## src/rtl/t_ff_count_ctrl_if.sv

```systemverilog
// Bundles the control and bank-feedback signals between a T flip-flop bank
// counter controller and whatever drives and observes it.
//   master : drives start/stop/clear/up_dn and the bank feedback q_vec,
//            observes t_vec, busy, tc and state
//   slave  : the controller side (the mirror image of master)
interface t_ff_count_ctrl_if #(
    parameter int WIDTH = 4
);
    logic             start;
    logic             stop;
    logic             clear;
    logic             up_dn;
    logic [WIDTH-1:0] q_vec;
    logic [WIDTH-1:0] t_vec;
    logic             busy;
    logic             tc;
    logic [1:0]       state;

    modport master (
        output start, stop, clear, up_dn, q_vec,
        input  t_vec, busy, tc, state
    );

    modport slave (
        input  start, stop, clear, up_dn, q_vec,
        output t_vec, busy, tc, state
    );
endinterface

```

## src/rtl/t_ff_count_ctrl.sv

```systemverilog
// Controller for an external bank of WIDTH T flip-flops that makes the bank
// count 0..MAX up or down. The controller never holds the count itself: it
// reads the bank back on q_vec and computes per-bit toggle enables on t_vec,
// so the bank moves on the same edge the controller decides.
// Ports:
//   clk   : system clock, rising edge
//   reset : asynchronous, active-high; forces IDLE and clears tc
//   bus   : slave side of t_ff_count_ctrl_if
//           start/stop/clear/up_dn in, q_vec feedback in,
//           t_vec toggle enables, busy, tc wrap pulse and state out
//
// state | meaning
// ------+---------------------------------------------------------
// IDLE  | bank untouched, waiting for start or clear
// RUN   | bank steps one count per clock in the up_dn direction
// HOLD  | counting paused, bank untouched
// CLR   | every set bank bit toggled until the bank reads zero
module t_ff_count_ctrl #(
    parameter int WIDTH = 4,
    parameter int MAX   = 9
) (
    input logic               clk,
    input logic               reset,
    t_ff_count_ctrl_if.slave  bus
);

    localparam logic [WIDTH-1:0] MAX_V = WIDTH'(MAX);

    typedef enum logic [1:0] {
        IDLE = 2'b00,
        RUN  = 2'b01,
        HOLD = 2'b10,
        CLR  = 2'b11
    } state_t;

    state_t           state_q;
    state_t           state_d;
    logic [WIDTH-1:0] next_cnt;
    logic [WIDTH-1:0] t_vec_c;
    logic             wrap;
    logic             tc_q;

    // Next count for the bank. Out-of-range values resync to the wrap target
    // of the current direction; only the up direction reports that as a wrap,
    // since counting down from >MAX lands on MAX without passing zero.
    always_comb begin
        next_cnt = bus.q_vec;
        wrap     = 1'b0;
        if (bus.up_dn) begin
            if (bus.q_vec >= MAX_V) begin
                next_cnt = '0;
                wrap     = 1'b1;
            end else begin
                next_cnt = bus.q_vec + 1'b1;
            end
        end else begin
            if (bus.q_vec == '0) begin
                next_cnt = MAX_V;
                wrap     = 1'b1;
            end else if (bus.q_vec > MAX_V) begin
                next_cnt = MAX_V;
            end else begin
                next_cnt = bus.q_vec - 1'b1;
            end
        end
    end

    always_ff @(posedge clk or posedge reset) begin
        if (reset) begin
            state_q <= IDLE;
            tc_q    <= 1'b0;
        end else begin
            state_q <= state_d;
            tc_q    <= (state_q == RUN) && wrap;
        end
    end

    // Priority in every state is clear > stop > start.
    always_comb begin
        state_d = state_q;
        t_vec_c = '0;
        case (state_q)
            IDLE: begin
                if (bus.clear)      state_d = CLR;
                else if (bus.start) state_d = RUN;
            end
            RUN: begin
                t_vec_c = bus.q_vec ^ next_cnt;
                if (bus.clear)     state_d = CLR;
                else if (bus.stop) state_d = HOLD;
            end
            HOLD: begin
                if (bus.clear)      state_d = CLR;
                else if (bus.start) state_d = RUN;
            end
            CLR: begin
                // Toggling exactly the set bits zeroes the bank in one edge;
                // staying until zero is read back covers a bank that missed it.
                t_vec_c = bus.q_vec;
                if (bus.q_vec == '0) state_d = IDLE;
            end
            default: state_d = IDLE;
        endcase
    end

    assign bus.t_vec = t_vec_c;
    assign bus.busy  = (state_q != IDLE);
    assign bus.tc    = tc_q;
    assign bus.state = state_q;

endmodule

```

## src/flat_wrapper.sv

```systemverilog
// flat-port wrapper written by rule: the top's interface ports become plain ports
module t_ff_count_ctrl_flat 
#(
    parameter int WIDTH = 4,
    parameter int MAX   = 9
)
  (clk, reset, bus_start, bus_stop, bus_clear, bus_up_dn, bus_q_vec, bus_t_vec, bus_busy, bus_tc, bus_state);
  t_ff_count_ctrl_if #(.WIDTH(WIDTH)) bus_i ();
  input logic clk;
  input logic reset;
  input wire logic [$bits(bus_i.start)-1:0] bus_start;
  input wire logic [$bits(bus_i.stop)-1:0] bus_stop;
  input wire logic [$bits(bus_i.clear)-1:0] bus_clear;
  input wire logic [$bits(bus_i.up_dn)-1:0] bus_up_dn;
  input wire logic [$bits(bus_i.q_vec)-1:0] bus_q_vec;
  output wire logic [$bits(bus_i.t_vec)-1:0] bus_t_vec;
  output wire logic [$bits(bus_i.busy)-1:0] bus_busy;
  output wire logic [$bits(bus_i.tc)-1:0] bus_tc;
  output wire logic [$bits(bus_i.state)-1:0] bus_state;
  assign bus_i.start = bus_start;
  assign bus_i.stop = bus_stop;
  assign bus_i.clear = bus_clear;
  assign bus_i.up_dn = bus_up_dn;
  assign bus_i.q_vec = bus_q_vec;
  assign bus_t_vec = bus_i.t_vec;
  assign bus_busy = bus_i.busy;
  assign bus_tc = bus_i.tc;
  assign bus_state = bus_i.state;
  t_ff_count_ctrl #(.WIDTH(WIDTH), .MAX(MAX)) u_core (.clk(clk), .reset(reset), .bus(bus_i));
endmodule
```

## config.mk

```make
export PLATFORM = sky130hd
export DESIGN_NAME = t_ff_count_ctrl_flat
export DESIGN_NICKNAME = d
export VERILOG_FILES = /design/src/rtl/t_ff_count_ctrl_if.sv /design/src/rtl/t_ff_count_ctrl.sv /design/src/flat_wrapper.sv
export SDC_FILE = /design/constraint.sdc
export NUM_CORES = 1
export LEC_CHECK = 0
export ABC_AREA = 1
export BUFFER_PORTS_ARGS = -buffer_cell sky130_fd_sc_hd__buf_2
export CORE_MARGIN = 3
export CORE_UTILIZATION = 33
export CTS_CLUSTER_DIAMETER = 100
export DETAILED_ROUTE_END_ITERATION = 12
export PLACE_DENSITY = 0.56
export SETUP_SLACK_MARGIN = 0.15
export SYNTH_ARGS = -nofsm -noshare
export SYNTH_HDL_FRONTEND = slang
export SYNTH_SLANG_ARGS = --single-unit
```

## constraint.sdc

```tcl
create_clock -name clk -period 2.1 [get_ports clk]
set_input_delay 0.105 -clock clk [delete_from_list [all_inputs] [get_ports clk]]
set_output_delay 0.105 -clock clk [all_outputs]
set_load 0.005 [all_outputs]
```

# Yosys cells after proc, flatten, opt, wreduce, memory -nomap -nowiden
# Cells that the tools add are included.
[totals]
ff_bits = 3
input_bits = 10
word_cells = 33
[op_classes]
n_addsub = 2
order_cmp = 2
eq_ne = 6
mux = 14
n_bitwise = 1
reduce_logical = 6
[op_table]
columns = ["op", "n"]
rows = [
  ["$mux W4", 4],
  ["$mux W2", 5],
  ["$pmux W4 S2", 1],
  ["$pmux W2 S3", 1],
  ["$add A4 B1 Y4 const B", 1],
  ["$eq A2 B2 Y1 const B", 2],
  ["$ge A4 B4 Y1 const B", 1],
  ["$gt A4 B4 Y1 const B", 1],
  ["$logic_not A4 Y1", 1],
  ["$sub A4 B1 Y4 const B", 1],
  ["$xor A4 B4 Y4", 1],
  ["$mux W1", 3],
  ["$ne A3 B1 Y1 const B", 1],
  ["$ne A3 B3 Y1 const B", 1],
  ["$reduce_and A3 Y1", 1],
  ["$eq A2 B1 Y1 const B", 1],
  ["$logic_not A2 Y1", 1],
  ["$ne A2 B1 Y1 const B", 1],
  ["$reduce_bool A2 Y1", 1],
  ["$reduce_or A2 Y1", 1],
  ["$logic_and A1 B1 Y1", 1],
]

# Longest topological paths before layout
# Gate-level depths: netlist (run 1).
[depth]
ltp_word = 6
mapped_depth = 11
depth_no_buf = 11

# Least setup slack after synthesis (run 1)
# OpenSTA, ideal clock, no wires.
[synth_timing]
kind = "flip-flop to flip-flop"
from = "register u_core.state_q[0] (netlist: u_core.bus.state[0])"
to = "register u_core.state_q[1] (netlist: u_core.bus.state[1])"
setup_ns = 0.123
arrival_time_ns = 1.043
required_time_ns = 1.977
path_slack_ns = 0.933
path_stages_with_launch = 6
path_buffers = 0
period_less_slack_ns = 1.167
cell_sequence = "dfrtp_1 > or2_2 > nor2_1 > nor3_2 > nand3_1 > o21ai_1"
[synth_between]
elab_chain_len = 4
elab_cells_between_ends = 10
[synth_lines]
columns = ["item", "line", "source"]
rows = [
  ["from (decl)", "t_ff_count_ctrl.sv:36", "state_t state_q;"],
  ["from (signal assigned)", "t_ff_count_ctrl.sv:73", "state_q <= state_d;"],
  ["$eq A2 B2 Y1 or $logic_not A2 Y1 (tied branches)", "t_ff_count_ctrl.sv:82", "case (state_q)"],
  ["$reduce_or A2 Y1 (no line)", "-", ""],
  ["$ne A3 B1 Y1 (no line)", "-", ""],
  ["$reduce_and A3 Y1 (no line)", "-", ""],
]
# Several ways; a longest one is shown, not always the timed one.
# A chain may end at the register's enable or synchronous reset.

# Final worst setup path (run 1)
[layout_timing]
from = "input port bus_q_vec[0]"
to = "output port bus_t_vec[2]"
[layout_between]
elab_chain_len = 6
elab_cells_between_ends = 11
[layout_lines]
columns = ["item", "line", "source"]
rows = [
  ["from (decl)", "flat_wrapper.sv:15", "input wire logic [$bits(bus_i.q_vec)-1:0] bus_q_vec;"],
  ["$sub A4 B1 Y4 or $gt A4 B4 Y1 (tied branches)", "t_ff_count_ctrl.sv:63, t_ff_count_ctrl.sv:60", ""],
  ["$mux W4", "t_ff_count_ctrl.sv:60", "end else if (bus.q_vec > MAX_V) begin"],
  ["$mux W4", "t_ff_count_ctrl.sv:57", "if (bus.q_vec == '0) begin"],
  ["$mux W4 (*)", "t_ff_count_ctrl.sv:49", "if (bus.up_dn) begin"],
  ["$xor A4 B4 Y4 (*)", "t_ff_count_ctrl.sv:88", "t_vec_c = bus.q_vec ^ next_cnt;"],
  ["$pmux W4 S2 (*)", "t_ff_count_ctrl.sv:82", ""],
  ["to (decl)", "flat_wrapper.sv:16", "output wire logic [$bits(bus_i.t_vec)-1:0] bus_t_vec;"],
]
# Every way passes the cells marked *; elsewhere a longest branch is shown, timed or not.

==> results of run 1 <==
cell usage after synthesis:
master,count,area [um^2]
o21ai_1,1,5.00
nor2_4,1,11.3
nor3_2,1,10.0
ha_1,3,37.5
nand3_2,3,30.0
nand3_1,11,55.1
o211ai_1,1,7.51
or2_2,1,6.26
xor2_1,1,8.76
o21ai_0,3,15.0
inv_8,1,11.3
nor2_1,9,33.8
clkinv_1,1,3.75
nor3b_1,1,7.51
nand2_4,2,22.5
nand2_1,22,82.6
buf_6,2,22.5
inv_2,3,11.3
o21bai_1,1,7.51
nor2_2,1,6.26
dfrtp_1,3,75.1
a21oi_2,1,8.76
a21oi_1,2,10.0
inv_1,7,26.3
stage by stage:
step                total power [mW]  utilization  setup slack, ns
finish                         0.558        0.458            0.640
global route                   0.621        0.458            0.475
CTS                            0.565        0.458            0.646
detailed placement             0.458        0.432            0.647
global placement               0.458        0.432            0.682
floorplan                      0.334            -            0.933
worst max-delay path, stage by stage:
cell     delay (ns)
buf_2          0.12
inv_1          0.15
ha_1           0.27
nand2_4        0.07
nand2_4        0.08
nand3_2        0.09
inv_2          0.07
nand2_1        0.06
nand2_1        0.06
nand2_1        0.04
nand3_1        0.06
nand2_1        0.05
buf_2          0.12
report_power, final:
part / internal [mW] / switching, mW / total (mW) / leakage, nW
clock: 0.0711 / 0.0276 / 0.0987 / 0.0150
combinational: 0.147 / 0.193 / 0.341 / 0.310
sequential: 0.0833 / 0.0353 / 0.119 / 0.0362
flip-flops by register name (all words and copies together), names as in the netlist:
name              cells
u_core.bus.state      2
u_core.bus.tc         1
final timing paths:
kind,slack (ns),start,depth (start not counted),to
worst max-delay path,0.64,bus_q_vec[0],13,bus_t_vec[2]
worst min-delay path,0.21,bus_start,3,u_core.bus.state[0]$_DFFE_PP0P_
worst max register to register,0.84,u_core.bus.state[0]$_DFFE_PP0P_,4,u_core.bus.state[0]$_DFFE_PP0P_
worst min register to register,0.66,u_core.bus.state[1]$_DFFE_PP0P_,2,u_core.bus.state[1]$_DFFE_PP0P_
max in group asynchronous,1.69,reset,3,u_core.bus.tc$_DFF_PP0_
min in group asynchronous,0.28,reset,3,u_core.bus.state[0]$_DFFE_PP0P_
final cells by class:
class                   instances  area (um^2)  area share
clock buffers                   4         26.3      0.0415
flip-flops and latches          3         75.1       0.119
well taps                      15         18.8      0.0296
repair buffers                 18         95.1       0.150
multi-input cells              65          365       0.577
inverters                      12         52.6      0.0830
logic make-up (layout without fill, tap and decap cells):
family,Yosys count,in the layout,synth area share
adder cells (fa/ha/maj),3,3,0.0728
AO/OA/AOI/OAI,9,9,0.104
flip-flops,3,3,0.146
XOR/XNOR,1,1,0.0170
AND/OR/NAND/NOR,52,52,0.515
buffers and inverters,14,34,0.146
metal layers:
layer / share of wire / vias to the layer above / track usage
li1: - / 305 / -
met5: 0 / - / 0
met4: 0.012 / 0 / 0.0468
met2: 0.47 / 18 / 0.214
met3: 0.050 / 2 / 0.00395
met1: 0.47 / 247 / 0.183
==> report_table.html, run 1 <==
<table>
<tr><th>Metric</th><th>Value</th></tr>
<tr><th colspan="2">Power</th></tr>
<tr><td>Maximum resistive drop on vdd</td><td>0.319 mV</td></tr>
<tr><td>Leakage</td><td>0.361 nW</td></tr>
<tr><td>Power density normalized to cell area</td><td>881 nW/um^2</td></tr>
<tr><th colspan="2">STA</th></tr>
<tr><td>Post-layout minimum cycle time</td><td>1.46 ns</td></tr>
<tr><td>Number of endpoints with negative hold slack in the final report</td><td>0</td></tr>
<tr><td>WHS</td><td>0.212 ns</td></tr>
<tr><td>Setup repair after global routing missed its margin</td><td>no</td></tr>
<tr><td>Fin Clk Skew</td><td>0.00134 ns</td></tr>
<tr><td>Final sum of negative setup slack</td><td>0 ns</td></tr>
<tr><td>Number of max-slew violations in the final report</td><td>0</td></tr>
<tr><td>Maximum clock frequency</td><td>685 MHz</td></tr>
<tr><td>Setup violations, final</td><td>0</td></tr>
<tr><td>Slew HR</td><td>0.852</td></tr>
<tr><td>Final cycle utilization of the critical path</td><td>0.695</td></tr>
<tr><td>Worst Tran Pin Value</td><td>0.222 ns</td></tr>
<tr><th colspan="2">Detailed routing</th></tr>
<tr><td>Initial DRC Count</td><td>14</td></tr>
<tr><td>Average wire per cell in the routed design</td><td>10.4 um</td></tr>
<tr><td>Count of antenna-violating nets left after detailed routing</td><td>0</td></tr>
<tr><td>Via-to-Cell Ratio</td><td>4.89</td></tr>
<tr><td>First-pass detailed-route iteration total</td><td>4</td></tr>
<tr><td>DRC errors left</td><td>0</td></tr>
<tr><td>Aggregate routed wire length</td><td>1.22 mm</td></tr>
<tr><td>Via total after detailed routing</td><td>572</td></tr>
<tr><th colspan="2">Clock tree</th></tr>
<tr><td># clock sinks</td><td>3</td></tr>
<tr><td>Count of instances resized after the clock tree is built</td><td>0</td></tr>
<tr><td>Number of buffers added to fix hold violations after cts</td><td>1</td></tr>
<tr><td>Clock network latency to the later pin of the worst-skew pair</td><td>0.23 ns</td></tr>
<tr><td>CTS H-tree lvls</td><td>1</td></tr>
<tr><td>Reg clk slew, reported paths</td><td>0.04 ns</td></tr>
<tr><td>Buffer cell driving the clock tree root</td><td>clkbuf_4</td></tr>
<tr><td>Clock buffers created by TritonCTS</td><td>3</td></tr>
<tr><td>Clock tree buffer depth</td><td>2</td></tr>
<tr><td>Clock tree from TritonCTS</td><td>done</td></tr>
<tr><td>Number of buffers inserted by post-CTS setup repair</td><td>0</td></tr>
<tr><th colspan="2">Min path</th></tr>
<tr><td>Worst hold path class</td><td>in -&gt; reg</td></tr>
<tr><th colspan="2">Floorplan</th></tr>
<tr><td>Area enclosed by the die boundary</td><td>2070 um^2</td></tr>
<tr><td>Die extent in y</td><td>45.5 um</td></tr>
<tr><td>Initial cell density of the core</td><td>0.373</td></tr>
<tr><td>Total core area</td><td>1380 um^2</td></tr>
<tr><td>Top-level I/O count</td><td>18</td></tr>
<tr><td>Placement Rows</td><td>13</td></tr>
<tr><td>Horizontal die dimension</td><td>45.5 um</td></tr>
<tr><th colspan="2">Synth</th></tr>
<tr><td>Flop and latch count out of synthesis</td><td>3</td></tr>
<tr><td>Mean post-synth cell area</td><td>6.29 um^2</td></tr>
<tr><td>Fraction of the yosys area taken by sequential cells</td><td>0.146</td></tr>
<tr><td>Mapped cell area</td><td>515 um^2</td></tr>
<tr><td>Synth cell types</td><td>24</td></tr>
<tr><td>Net count of the mapped netlist</td><td>95</td></tr>
<tr><td>Syn. warnings</td><td>0</td></tr>
<tr><td>Mapped Cells</td><td>82</td></tr>
<tr><th colspan="2">Finish</th></tr>
<tr><td>NumNets Final</td><td>116</td></tr>
<tr><td>Diodes inserted</td><td>0</td></tr>
<tr><td>Commonest cells after routing, fill and taps aside</td><td>nand2_1, buf_2, nand3_1, nor2_1, inv_1</td></tr>
<tr><td>Signed area change from the synthesized netlist to the final layout</td><td>22.8%</td></tr>
<tr><td>Count of placed standard cells in the final layout, fillers left out</td><td>117</td></tr>
<tr><td>Design Area, Final</td><td>633 um^2</td></tr>
<tr><td>Layout fillers</td><td>141</td></tr>
<tr><td>Proportion of layout cells with a drive suffix above 1</td><td>0.333</td></tr>
<tr><td>Most common cell after layout, fill and taps aside</td><td>nand2_1</td></tr>
<tr><th colspan="2">Global route</th></tr>
<tr><td>GR Util All Layers</td><td>0.132</td></tr>
<tr><td>Largest net degree at the start of global routing</td><td>9</td></tr>
<tr><td>Number of antenna violations at the first check in global routing</td><td>0</td></tr>
<tr><td>Global route total overflow</td><td>0</td></tr>
<tr><td>Vias in the first global route</td><td>501</td></tr>
<tr><td>First-pass GRT wire length</td><td>2.10 mm</td></tr>
<tr><th colspan="2">Setup path</th></tr>
<tr><td>CP startpoint kind</td><td>primary input</td></tr>
<tr><td>Critical path class</td><td>in -&gt; out</td></tr>
<tr><td>Crit-path max FO</td><td>6</td></tr>
<tr><td>Data required time at the worst endpoint</td><td>2.00 ns</td></tr>
<tr><td>Worst Setup End Kind</td><td>primary output</td></tr>
<tr><td>Worst endpoint data arrival time</td><td>1.36 ns</td></tr>
<tr><th colspan="2">Place</th></tr>
<tr><td>DP Cell Count</td><td>112</td></tr>
<tr><td>DP Wirelength</td><td>995 um</td></tr>
<tr><td>Number of buffers added on ports</td><td>17</td></tr>
<tr><td>Routability congestion estimate</td><td>0.914</td></tr>
<tr><td>Area of placed instances</td><td>597 um^2</td></tr>
<tr><th colspan="2">Run status</th></tr>
<tr><td>Run status</td><td>complete, no violations</td></tr>
<tr><th colspan="2">Flow run</th></tr>
<tr><td>Max-capacitance violation count</td><td>0</td></tr>
</table>
(Power assumes the default switching activity.)
==> run 2, diff against run 1 <==
- clock period: 2.1 -> 1.4 ns (I/O delays scaled with it)
==> run 2 against run 1 <==
Compared with the run above:
- register-to-register slack got worse by 0.62 ns
- critical path depth fell by 7
- clock power rose by 47%
- first-iteration DRC count down 71%
- via count increased by 5.1%
- clock-buffer cell count did not move
- wire length increased by 13%
- highest routed layer is now met3
- worst setup slack lost 0.49 ns
- flip-flop and latch count is the same
- final cell count grew 5.1%
- total power increased by 73%
- clock skew is 0.0011 ns lower
==> report_table.html, run 2 (synthesis gave the netlist of run 1 again) <==
<table>
<tr><th>Metric</th><th>Value</th></tr>
<tr><th colspan="2">Floorplan</th></tr>
<tr><td>Placement Rows</td><td>13 (unchanged)</td></tr>
<tr><td>Horizontal die dimension</td><td>45.5 um (unchanged)</td></tr>
<tr><td>Die extent in y</td><td>45.5 um (unchanged)</td></tr>
<tr><td>Area enclosed by the die boundary</td><td>2070 um^2 (unchanged)</td></tr>
<tr><td>Total core area</td><td>1380 um^2 (unchanged)</td></tr>
<tr><td>Top-level I/O count</td><td>18 (unchanged)</td></tr>
<tr><td>Initial cell density of the core</td><td>0.373 (unchanged)</td></tr>
<tr><th colspan="2">Detailed routing</th></tr>
<tr><td>Via total after detailed routing</td><td>601 (+5.1%)</td></tr>
<tr><td>Via-to-Cell Ratio</td><td>4.89 (about the same)</td></tr>
<tr><td>DRC errors left</td><td>0 (unchanged)</td></tr>
<tr><td>Count of antenna-violating nets left after detailed routing</td><td>0 (unchanged)</td></tr>
<tr><td>Aggregate routed wire length</td><td>1.37 mm (+13%)</td></tr>
<tr><td>Initial DRC Count</td><td>4 (-10)</td></tr>
<tr><td>First-pass detailed-route iteration total</td><td>4 (unchanged)</td></tr>
<tr><td>Average wire per cell in the routed design</td><td>11.2 um (+7.4%)</td></tr>
<tr><th colspan="2">Power</th></tr>
<tr><td>Maximum resistive drop on vdd</td><td>0.709 mV (+120%)</td></tr>
<tr><td>Clock network power share</td><td>0.150 (-0.027)</td></tr>
<tr><td>Leakage</td><td>0.408 nW (+13%)</td></tr>
<tr><td>Power density normalized to cell area</td><td>1220 nW/um^2 (+39%)</td></tr>
<tr><td>Power, Total</td><td>0.966 mW (+73%)</td></tr>
<tr><td>Combinational group share of total power</td><td>0.654 (+0.043)</td></tr>
<tr><td>Switching component of the power</td><td>0.420 mW (+64%)</td></tr>
<tr><td>Sw Ratio</td><td>0.435 (-0.0241)</td></tr>
<tr><td>Relative contribution of sequential cells to total power</td><td>0.196 (-0.017)</td></tr>
<tr><td>Cell internal pwr</td><td>0.546 mW (+81%)</td></tr>
<tr><th colspan="2">STA</th></tr>
<tr><td>Setup repair after global routing missed its margin</td><td>yes</td></tr>
<tr><td>Final cycle utilization of the critical path</td><td>0.892</td></tr>
<tr><td>Slew HR</td><td>0.838 (-0.0138)</td></tr>
<tr><td>Number of endpoints with negative hold slack in the final report</td><td>0 (unchanged)</td></tr>
<tr><td>Setup violations, final</td><td>0 (unchanged)</td></tr>
<tr><td>Maximum clock frequency</td><td>801 MHz</td></tr>
<tr><td>Post-layout minimum cycle time</td><td>1.25 ns</td></tr>
<tr><td>Final sum of negative setup slack</td><td>0 ns (unchanged)</td></tr>
<tr><td>Number of max-slew violations in the final report</td><td>0 (unchanged)</td></tr>
<tr><td>Fin Clk Skew</td><td>0.000225 ns (-0.00111 ns)</td></tr>
<tr><td>Worst Tran Pin Value</td><td>0.243 ns (+0.0208 ns)</td></tr>
<tr><th colspan="2">Finish</th></tr>
<tr><td>Proportion of layout cells with a drive suffix above 1</td><td>0.500 (+0.167)</td></tr>
<tr><td>Commonest cells after routing, fill and taps aside</td><td>nand2_1, buf_2, nand3_1, nor2_1</td></tr>
<tr><td>Diodes inserted</td><td>0 (unchanged)</td></tr>
<tr><td>NumNets Final</td><td>122 (+5.2%)</td></tr>
<tr><td>Flip-flop count of the largest register, all copies and words added</td><td>2 (unchanged)</td></tr>
<tr><td>Count of placed standard cells in the final layout, fillers left out</td><td>123 (+5.1%)</td></tr>
<tr><td>Most common cell after layout, fill and taps aside</td><td>nand2_1</td></tr>
<tr><td>Signed area change from the synthesized netlist to the final layout</td><td>53.2%</td></tr>
<tr><th colspan="2">Setup path</th></tr>
<tr><td>Worst Reg2Reg Path Length in Cells</td><td>5 (+1)</td></tr>
<tr><td>Crit-path max FO</td><td>5 (-1)</td></tr>
<tr><td>FF-to-FF End</td><td>u_core.bus.state[1]$_DFFE_PP0P_</td></tr>
<tr><td>Data required time at the worst endpoint</td><td>1.33 ns (-0.67 ns)</td></tr>
<tr><td>Critical path class</td><td>reg -&gt; out</td></tr>
<tr><td>R2R Setup Slk</td><td>0.22 ns (-0.62 ns)</td></tr>
<tr><td>CP startpoint kind</td><td>flip-flop</td></tr>
<tr><td>Worst endpoint data arrival time</td><td>1.18 ns (-0.18 ns)</td></tr>
<tr><td>Launch point of the worst reg-to-reg path</td><td>u_core.bus.state[0]$_DFFE_PP0P_</td></tr>
<tr><td>Worst Setup End Kind</td><td>primary output</td></tr>
<tr><th colspan="2">Global route</th></tr>
<tr><td>Number of antenna violations at the first check in global routing</td><td>0 (unchanged)</td></tr>
<tr><td>Vias in the first global route</td><td>564 (+13%)</td></tr>
<tr><td>GR Util All Layers</td><td>0.148 (+0.0161)</td></tr>
<tr><td>First-pass GRT wire length</td><td>2.28 mm (+8.2%)</td></tr>
<tr><td>Largest net degree at the start of global routing</td><td>9 (unchanged)</td></tr>
<tr><td>Global route total overflow</td><td>0 (unchanged)</td></tr>
<tr><th colspan="2">Place</th></tr>
<tr><td>DP Wirelength</td><td>1.03 mm (+3.9%)</td></tr>
<tr><td>DP Cell Count</td><td>115 (+2.7%)</td></tr>
<tr><td>Number of buffers added on ports</td><td>17 (unchanged)</td></tr>
<tr><td>Routability congestion estimate</td><td>0.903 (-1.3%)</td></tr>
<tr><th colspan="2">Run status</th></tr>
<tr><td>Run status</td><td>complete, no violations</td></tr>
<tr><th colspan="2">Clock tree</th></tr>
<tr><td>Clock buffers created by TritonCTS</td><td>3 (unchanged)</td></tr>
<tr><td>Buffer cell driving the clock tree root</td><td>clkbuf_4</td></tr>
<tr><td>Reg clk slew, reported paths</td><td>0.03 ns (about the same)</td></tr>
<tr><td>Clock tree from TritonCTS</td><td>done</td></tr>
<tr><td>CTS H-tree lvls</td><td>1 (unchanged)</td></tr>
<tr><td># clock sinks</td><td>3 (unchanged)</td></tr>
<tr><td>Clock tree buffer depth</td><td>2 (unchanged)</td></tr>
<tr><td>Clock network latency to the later pin of the worst-skew pair</td><td>0.23 ns (about the same)</td></tr>
<tr><th colspan="2">Min path</th></tr>
<tr><td>Worst Hold Endpoint</td><td>u_core.bus.state[0]$_DFFE_PP0P_</td></tr>
<tr><td>Hold Startpoint</td><td>bus_start</td></tr>
<tr><td>Count of cells along the worst hold path</td><td>3 (unchanged)</td></tr>
<tr><td>Worst hold path class</td><td>in -&gt; reg</td></tr>
<tr><th colspan="2">Flow run</th></tr>
<tr><td>Max-capacitance violation count</td><td>0 (unchanged)</td></tr>
</table>
run 2: changes by cell type in the layout (fill, tap and decap cells not counted), sizes merged:
| cell | previous run | this run |
|---|---|---|
| buf | 17 | 22 |
| clkbuf | 4 | 5 |
run 2: critical path, cell delays in order (launching register included):
cell and delay, ns:
dfrtp_2 0.40, inv_2 0.06, nor2_4 0.11, buf_6 0.12
nand3_2 0.07, o21ai_2 0.06, buf_2 0.12
run 2: how the worst max path moves through the flow:
stage                                    startpoint                               to  slack [ns]  cells after the start
detailed placement                     bus_q_vec[1]                     bus_t_vec[2]        0.09                     13
CTS                 u_core.bus.state[0]$_DFFE_PP0P_                     bus_t_vec[0]        0.12                      6
finish              u_core.bus.state[0]$_DFFE_PP0P_                     bus_t_vec[0]        0.15                      6
global route        u_core.bus.state[0]$_DFFE_PP0P_                     bus_t_vec[0]        0.08                      6
floorplan           u_core.bus.state[0]$_DFFE_PP0P_  u_core.bus.state[1]$_DFFE_PP0P_        0.23                      5
global placement                       bus_q_vec[1]                     bus_t_vec[2]        0.10                     13
run 2: layout make-up:
cell class | count | area, um^2
multi-input cells | 65 | 453
flip-flops and latches | 3 | 77.6
fillers | 133 | 593
repair buffers | 24 | 159
clock buffers | 4 | 26.3
inverters | 12 | 55.1
well taps | 15 | 18.8
run 2: timing repair:
item / in CTS / in global routing
buffers inserted: 1 / 2
pin swaps: 1 / 11
endpoints found under the setup margin: 4 / 6
resized for setup: 7 / 23
hold buffers: 1 / 0
endpoints found under the hold margin: 3 / 0
run 2: per-layer routing:
layer  GRT usage  routed length, um  vias up
met5           0                  0        -
met3      0.0356                 40        0
li1            -                  -      319
met4      0.0526                  0        0
met2       0.231                698       10
met1       0.194                635      272
run 2: per-stage QoR:
| stage | hold WS, ns | cell area [um^2] | worst slack, ns | utilization |
|---|---|---|---|---|
| 2_1_floorplan | -0.176 | 515 | 0.233 | - |
| 6_report | 0.152 | 790 | 0.151 | 0.571 |
| 3_5_place_dp | -0.0623 | 619 | 0.0950 | 0.448 |
| 3_3_place_gp | -0.0676 | 619 | 0.104 | 0.448 |
| 5_1_grt | 0.152 | 790 | 0.0797 | 0.571 |
| 4_1_cts | 0.136 | 683 | 0.120 | 0.494 |
run 2: power groups by stage:
stage,registers [mW],logic [mW],clock network (mW)
global placement,0.178,0.531,0
CTS,0.182,0.577,0.152
finish,0.189,0.632,0.145
floorplan,0.174,0.328,0
detailed placement,0.179,0.531,0
global route,0.197,0.714,0.161
==> run 3, diff against run 2 <==
- CELL_PAD_IN_SITES_DETAIL_PLACEMENT: not set -> 1
- CELL_PAD_IN_SITES_GLOBAL_PLACEMENT: not set -> 1
- CORE_UTILIZATION: 33 -> 31
- PLACE_DENSITY: 0.56 -> 0.74
==> run 3 against run 2 <==
Compared with the run above:
- flip-flop and latch count stayed put
- die area is 5.6% higher
- combinational power is 8.2% lower
- via count is 0.33% lower
- sequential share of layout area is 0.56 points higher
- critical path depth is 2 lower
- non-clock buffer count is 3 lower
- largest cell class unchanged
- sequential power is 5% higher
- clock-buffer cell count stayed put
- critical path type unchanged
- final area is 5.4% lower
- hold slack worse by 0.025 ns
==> report_table.html, run 3 (synthesis gave the netlist of run 1 again) <==
<table>
<tr><th>Metric</th><th>Value</th></tr>
<tr><th colspan="2">Run status</th></tr>
<tr><td>Run status</td><td>complete, no violations</td></tr>
<tr><th colspan="2">Setup path</th></tr>
<tr><td>Data required time at the worst endpoint</td><td>1.33 ns (about the same)</td></tr>
<tr><td>CP startpoint kind</td><td>flip-flop</td></tr>
<tr><td>R2R Setup Slk</td><td>0.18 ns (-0.04 ns)</td></tr>
<tr><td>Worst Setup End Kind</td><td>primary output</td></tr>
<tr><td>Crit-path max FO</td><td>5 (unchanged)</td></tr>
<tr><td>Worst endpoint data arrival time</td><td>1.17 ns (about the same)</td></tr>
<tr><td>Crit-path cells</td><td>nor2_4, nand3_1, o21ai_1, buf_2</td></tr>
<tr><td>Stage delay of the slowest cell on the critical path</td><td>0.46 ns (+0.06 ns)</td></tr>
<tr><td>Critical path class</td><td>reg -&gt; out</td></tr>
<tr><td>Cell with the largest stage delay on the worst path</td><td>dfrtp_2</td></tr>
<tr><th colspan="2">Floorplan</th></tr>
<tr><td>Total core area</td><td>1540 um^2 (+11%)</td></tr>
<tr><td>Die extent in y</td><td>46.8 um (+2.8%)</td></tr>
<tr><td>Placement Rows</td><td>14 (+1)</td></tr>
<tr><td>Initial cell density of the core</td><td>0.334 (-0.0384)</td></tr>
<tr><td>Area enclosed by the die boundary</td><td>2190 um^2 (+5.6%)</td></tr>
<tr><td>Top-level I/O count</td><td>18 (unchanged)</td></tr>
<tr><td>Horizontal die dimension</td><td>46.8 um (+2.8%)</td></tr>
<tr><th colspan="2">Finish</th></tr>
<tr><td>Layout fillers</td><td>210 (+58%)</td></tr>
<tr><td>Proportion of layout cells with a drive suffix above 1</td><td>0.495 (-0.00476)</td></tr>
<tr><td>Commonest cells after routing, fill and taps aside</td><td>nand2_1, buf_2, nand3_1, nor2_1</td></tr>
<tr><td>NumNets Final</td><td>119 (-2.5%)</td></tr>
<tr><td>Count of placed standard cells in the final layout, fillers left out</td><td>121 (-1.6%)</td></tr>
<tr><td>Signed area change from the synthesized netlist to the final layout</td><td>44.9%</td></tr>
<tr><td>Diodes inserted</td><td>0 (unchanged)</td></tr>
<tr><td>Most common cell after layout, fill and taps aside</td><td>nand2_1</td></tr>
<tr><td>Design Area, Final</td><td>747 um^2 (-5.4%)</td></tr>
<tr><td>Flip-flop count of the largest register, all copies and words added</td><td>2 (unchanged)</td></tr>
<tr><th colspan="2">Clock tree</th></tr>
<tr><td>Clock buffers created by TritonCTS</td><td>3 (unchanged)</td></tr>
<tr><td>Clock network latency to the later pin of the worst-skew pair</td><td>0.23 ns (about the same)</td></tr>
<tr><td>Buffer cell driving the clock tree root</td><td>clkbuf_4</td></tr>
<tr><td>Reg clk slew, reported paths</td><td>0.04 ns (about the same)</td></tr>
<tr><td>Clock tree buffer depth</td><td>2 (unchanged)</td></tr>
<tr><td># clock sinks</td><td>3 (unchanged)</td></tr>
<tr><td>Clock tree from TritonCTS</td><td>done</td></tr>
<tr><td>CTS H-tree lvls</td><td>1 (unchanged)</td></tr>
<tr><th colspan="2">Global route</th></tr>
<tr><td>Global route total overflow</td><td>0 (unchanged)</td></tr>
<tr><td>Largest net degree at the start of global routing</td><td>9 (unchanged)</td></tr>
<tr><td>Number of antenna violations at the first check in global routing</td><td>0 (unchanged)</td></tr>
<tr><td>First-pass GRT wire length</td><td>2.73 mm (+20%)</td></tr>
<tr><td>Vias in the first global route</td><td>610 (+8.2%)</td></tr>
<tr><td>GR Util All Layers</td><td>0.169 (+0.0216)</td></tr>
<tr><th colspan="2">STA</th></tr>
<tr><td>Final cycle utilization of the critical path</td><td>0.882 (-0.00964)</td></tr>
<tr><td>Setup repair after global routing missed its margin</td><td>yes</td></tr>
<tr><td>Worst Tran Pin Value</td><td>0.237 ns (-0.00634 ns)</td></tr>
<tr><td>Setup violations, final</td><td>0 (unchanged)</td></tr>
<tr><td>Number of max-slew violations in the final report</td><td>0 (unchanged)</td></tr>
<tr><td>Number of endpoints with negative hold slack in the final report</td><td>0 (unchanged)</td></tr>
<tr><td>Post-layout minimum cycle time</td><td>1.24 ns (-0.0135 ns)</td></tr>
<tr><td>Final sum of negative setup slack</td><td>0 ns (unchanged)</td></tr>
<tr><td>Fin Clk Skew</td><td>0.00123 ns (+0.00100 ns)</td></tr>
<tr><td>Worst Setup Slack, final</td><td>0.165 ns (+0.0135 ns)</td></tr>
<tr><td>Slew HR</td><td>0.842 (+0.00423)</td></tr>
<tr><td>Maximum clock frequency</td><td>809 MHz (+1.1%)</td></tr>
<tr><th colspan="2">Power</th></tr>
<tr><td>Switching component of the power</td><td>0.428 mW (+1.8%)</td></tr>
<tr><td>Power density normalized to cell area</td><td>1240 nW/um^2 (+1.6%)</td></tr>
<tr><td>Relative contribution of sequential cells to total power</td><td>0.213 (+0.017)</td></tr>
<tr><td>Combinational group share of total power</td><td>0.624 (-0.030)</td></tr>
<tr><td>Power, Total</td><td>0.928 mW (-3.9%)</td></tr>
<tr><td>Cell internal pwr</td><td>0.501 mW (-8.3%)</td></tr>
<tr><td>Clock network power share</td><td>0.162 (+0.012)</td></tr>
<tr><td>Maximum resistive drop on vdd</td><td>0.608 mV (-14%)</td></tr>
<tr><td>Leakage</td><td>0.381 nW (-6.5%)</td></tr>
<tr><td>Sw Ratio</td><td>0.461 (+0.0257)</td></tr>
<tr><th colspan="2">Place</th></tr>
<tr><td>DP Cell Count</td><td>114 (-0.87%)</td></tr>
<tr><td>Worst slack at placement</td><td>-0.0127 ns (-0.108 ns)</td></tr>
<tr><td>Number of buffers added on ports</td><td>17 (unchanged)</td></tr>
<tr><td>Routability congestion estimate</td><td>0.783 (-13%)</td></tr>
<tr><td>Area of placed instances</td><td>606 um^2 (-2.2%)</td></tr>
<tr><td>DP Wirelength</td><td>1.29 mm (+25%)</td></tr>
<tr><th colspan="2">Detailed routing</th></tr>
<tr><td>Count of antenna-violating nets left after detailed routing</td><td>0 (unchanged)</td></tr>
<tr><td>First-pass detailed-route iteration total</td><td>4 (unchanged)</td></tr>
<tr><td>DRC errors left</td><td>0 (unchanged)</td></tr>
<tr><td>Via-to-Cell Ratio</td><td>4.95 (+1.3%)</td></tr>
<tr><td>Aggregate routed wire length</td><td>1.62 mm (+18%)</td></tr>
<tr><td>Initial DRC Count</td><td>7 (+3)</td></tr>
<tr><td>Via total after detailed routing</td><td>599 (-0.33%)</td></tr>
<tr><td>Average wire per cell in the routed design</td><td>13.4 um (+20%)</td></tr>
<tr><th colspan="2">Min path</th></tr>
<tr><td>Worst hold path class</td><td>in -&gt; reg</td></tr>
<tr><th colspan="2">Flow run</th></tr>
<tr><td>Max-capacitance violation count</td><td>0 (unchanged)</td></tr>
</table>
[run 3: changes by cell type in the layout (fill, tap and decap cells not counted), sizes merged]
| cell | before | now |
|---|---|---|
| clkbuf | 5 | 4 |
| buf | 22 | 20 |
[run 3: metrics by stage]
stage / hold WS [ns] / utilization
detailed placement: -0.0573 / 0.393
CTS: 0.132 / 0.459
finish: 0.127 / 0.485
global placement: -0.0662 / 0.393
floorplan: -0.176 / -
global route: 0.137 / 0.485
[run 3: critical path, delay by kind of cell (launching register included)]
family	cells	cell delay (ns)
AO/OA/AOI/OAI	1	0.07
AND/OR/NAND/NOR	2	0.28
flip-flops	1	0.46
buffers and inverters	1	0.13
[run 3: path summary, 6_finish.rpt]
path	start	to	cells after the start
setup / recovery	u_core.bus.state[1]$_DFFE_PP0P_	bus_t_vec[0]	4
hold / removal	bus_start	u_core.bus.state[0]$_DFFE_PP0P_	3
setup reg to reg	u_core.bus.state[0]$_DFFE_PP0P_	u_core.bus.state[1]$_DFFE_PP0P_	5
hold reg to reg	u_core.bus.state[1]$_DFFE_PP0P_	u_core.bus.tc$_DFF_PP0_	3
max in group asynchronous	reset	u_core.bus.state[1]$_DFFE_PP0P_	3
min in group asynchronous	reset	u_core.bus.state[0]$_DFFE_PP0P_	3
[run 3: metal layers]
| metal | track usage | wire length, um | part of all wire | up-vias |
|---|---|---|---|---|
| li1 | - | - | - | 309 |
| met1 | 0.234 | 716 | 0.44 | 282 |
| met2 | 0.290 | 865 | 0.54 | 8 |
| met3 | 0.0115 | 34 | 0.021 | 0 |
| met4 | 0.0331 | 0 | 0 | 0 |
| met5 | 0 | 0 | 0 | - |
[run 3: final cells by class]
class                           instances  area, um^2  area share
Inverter                               12        60.1      0.0804
Timing Repair Buffer                   21         130       0.174
Multi-Input combinational cell         65         433       0.580
Sequential cell                         3        77.6       0.104
Clock buffer                            4        26.3      0.0352
Tap cell                               16        20.0      0.0268
[run 3: power by group through the flow]
| stage | Sequential (mW) | Combinational, mW | Clock (mW) |
|---|---|---|---|
| floorplan | 0.174 | 0.328 | 0 |
| global placement | 0.182 | 0.510 | 0 |
| detailed placement | 0.184 | 0.522 | 0 |
| CTS | 0.185 | 0.567 | 0.154 |
| global route | 0.206 | 0.662 | 0.161 |
| finish | 0.198 | 0.580 | 0.151 |
[run 3: what timing repair did]
action,in CTS,in global routing
pin swaps,7,5
buffers inserted,1,1
endpoints found under the hold margin,3,0
endpoints found under the setup margin,5,6
hold buffers,1,0
resized for setup,17,11
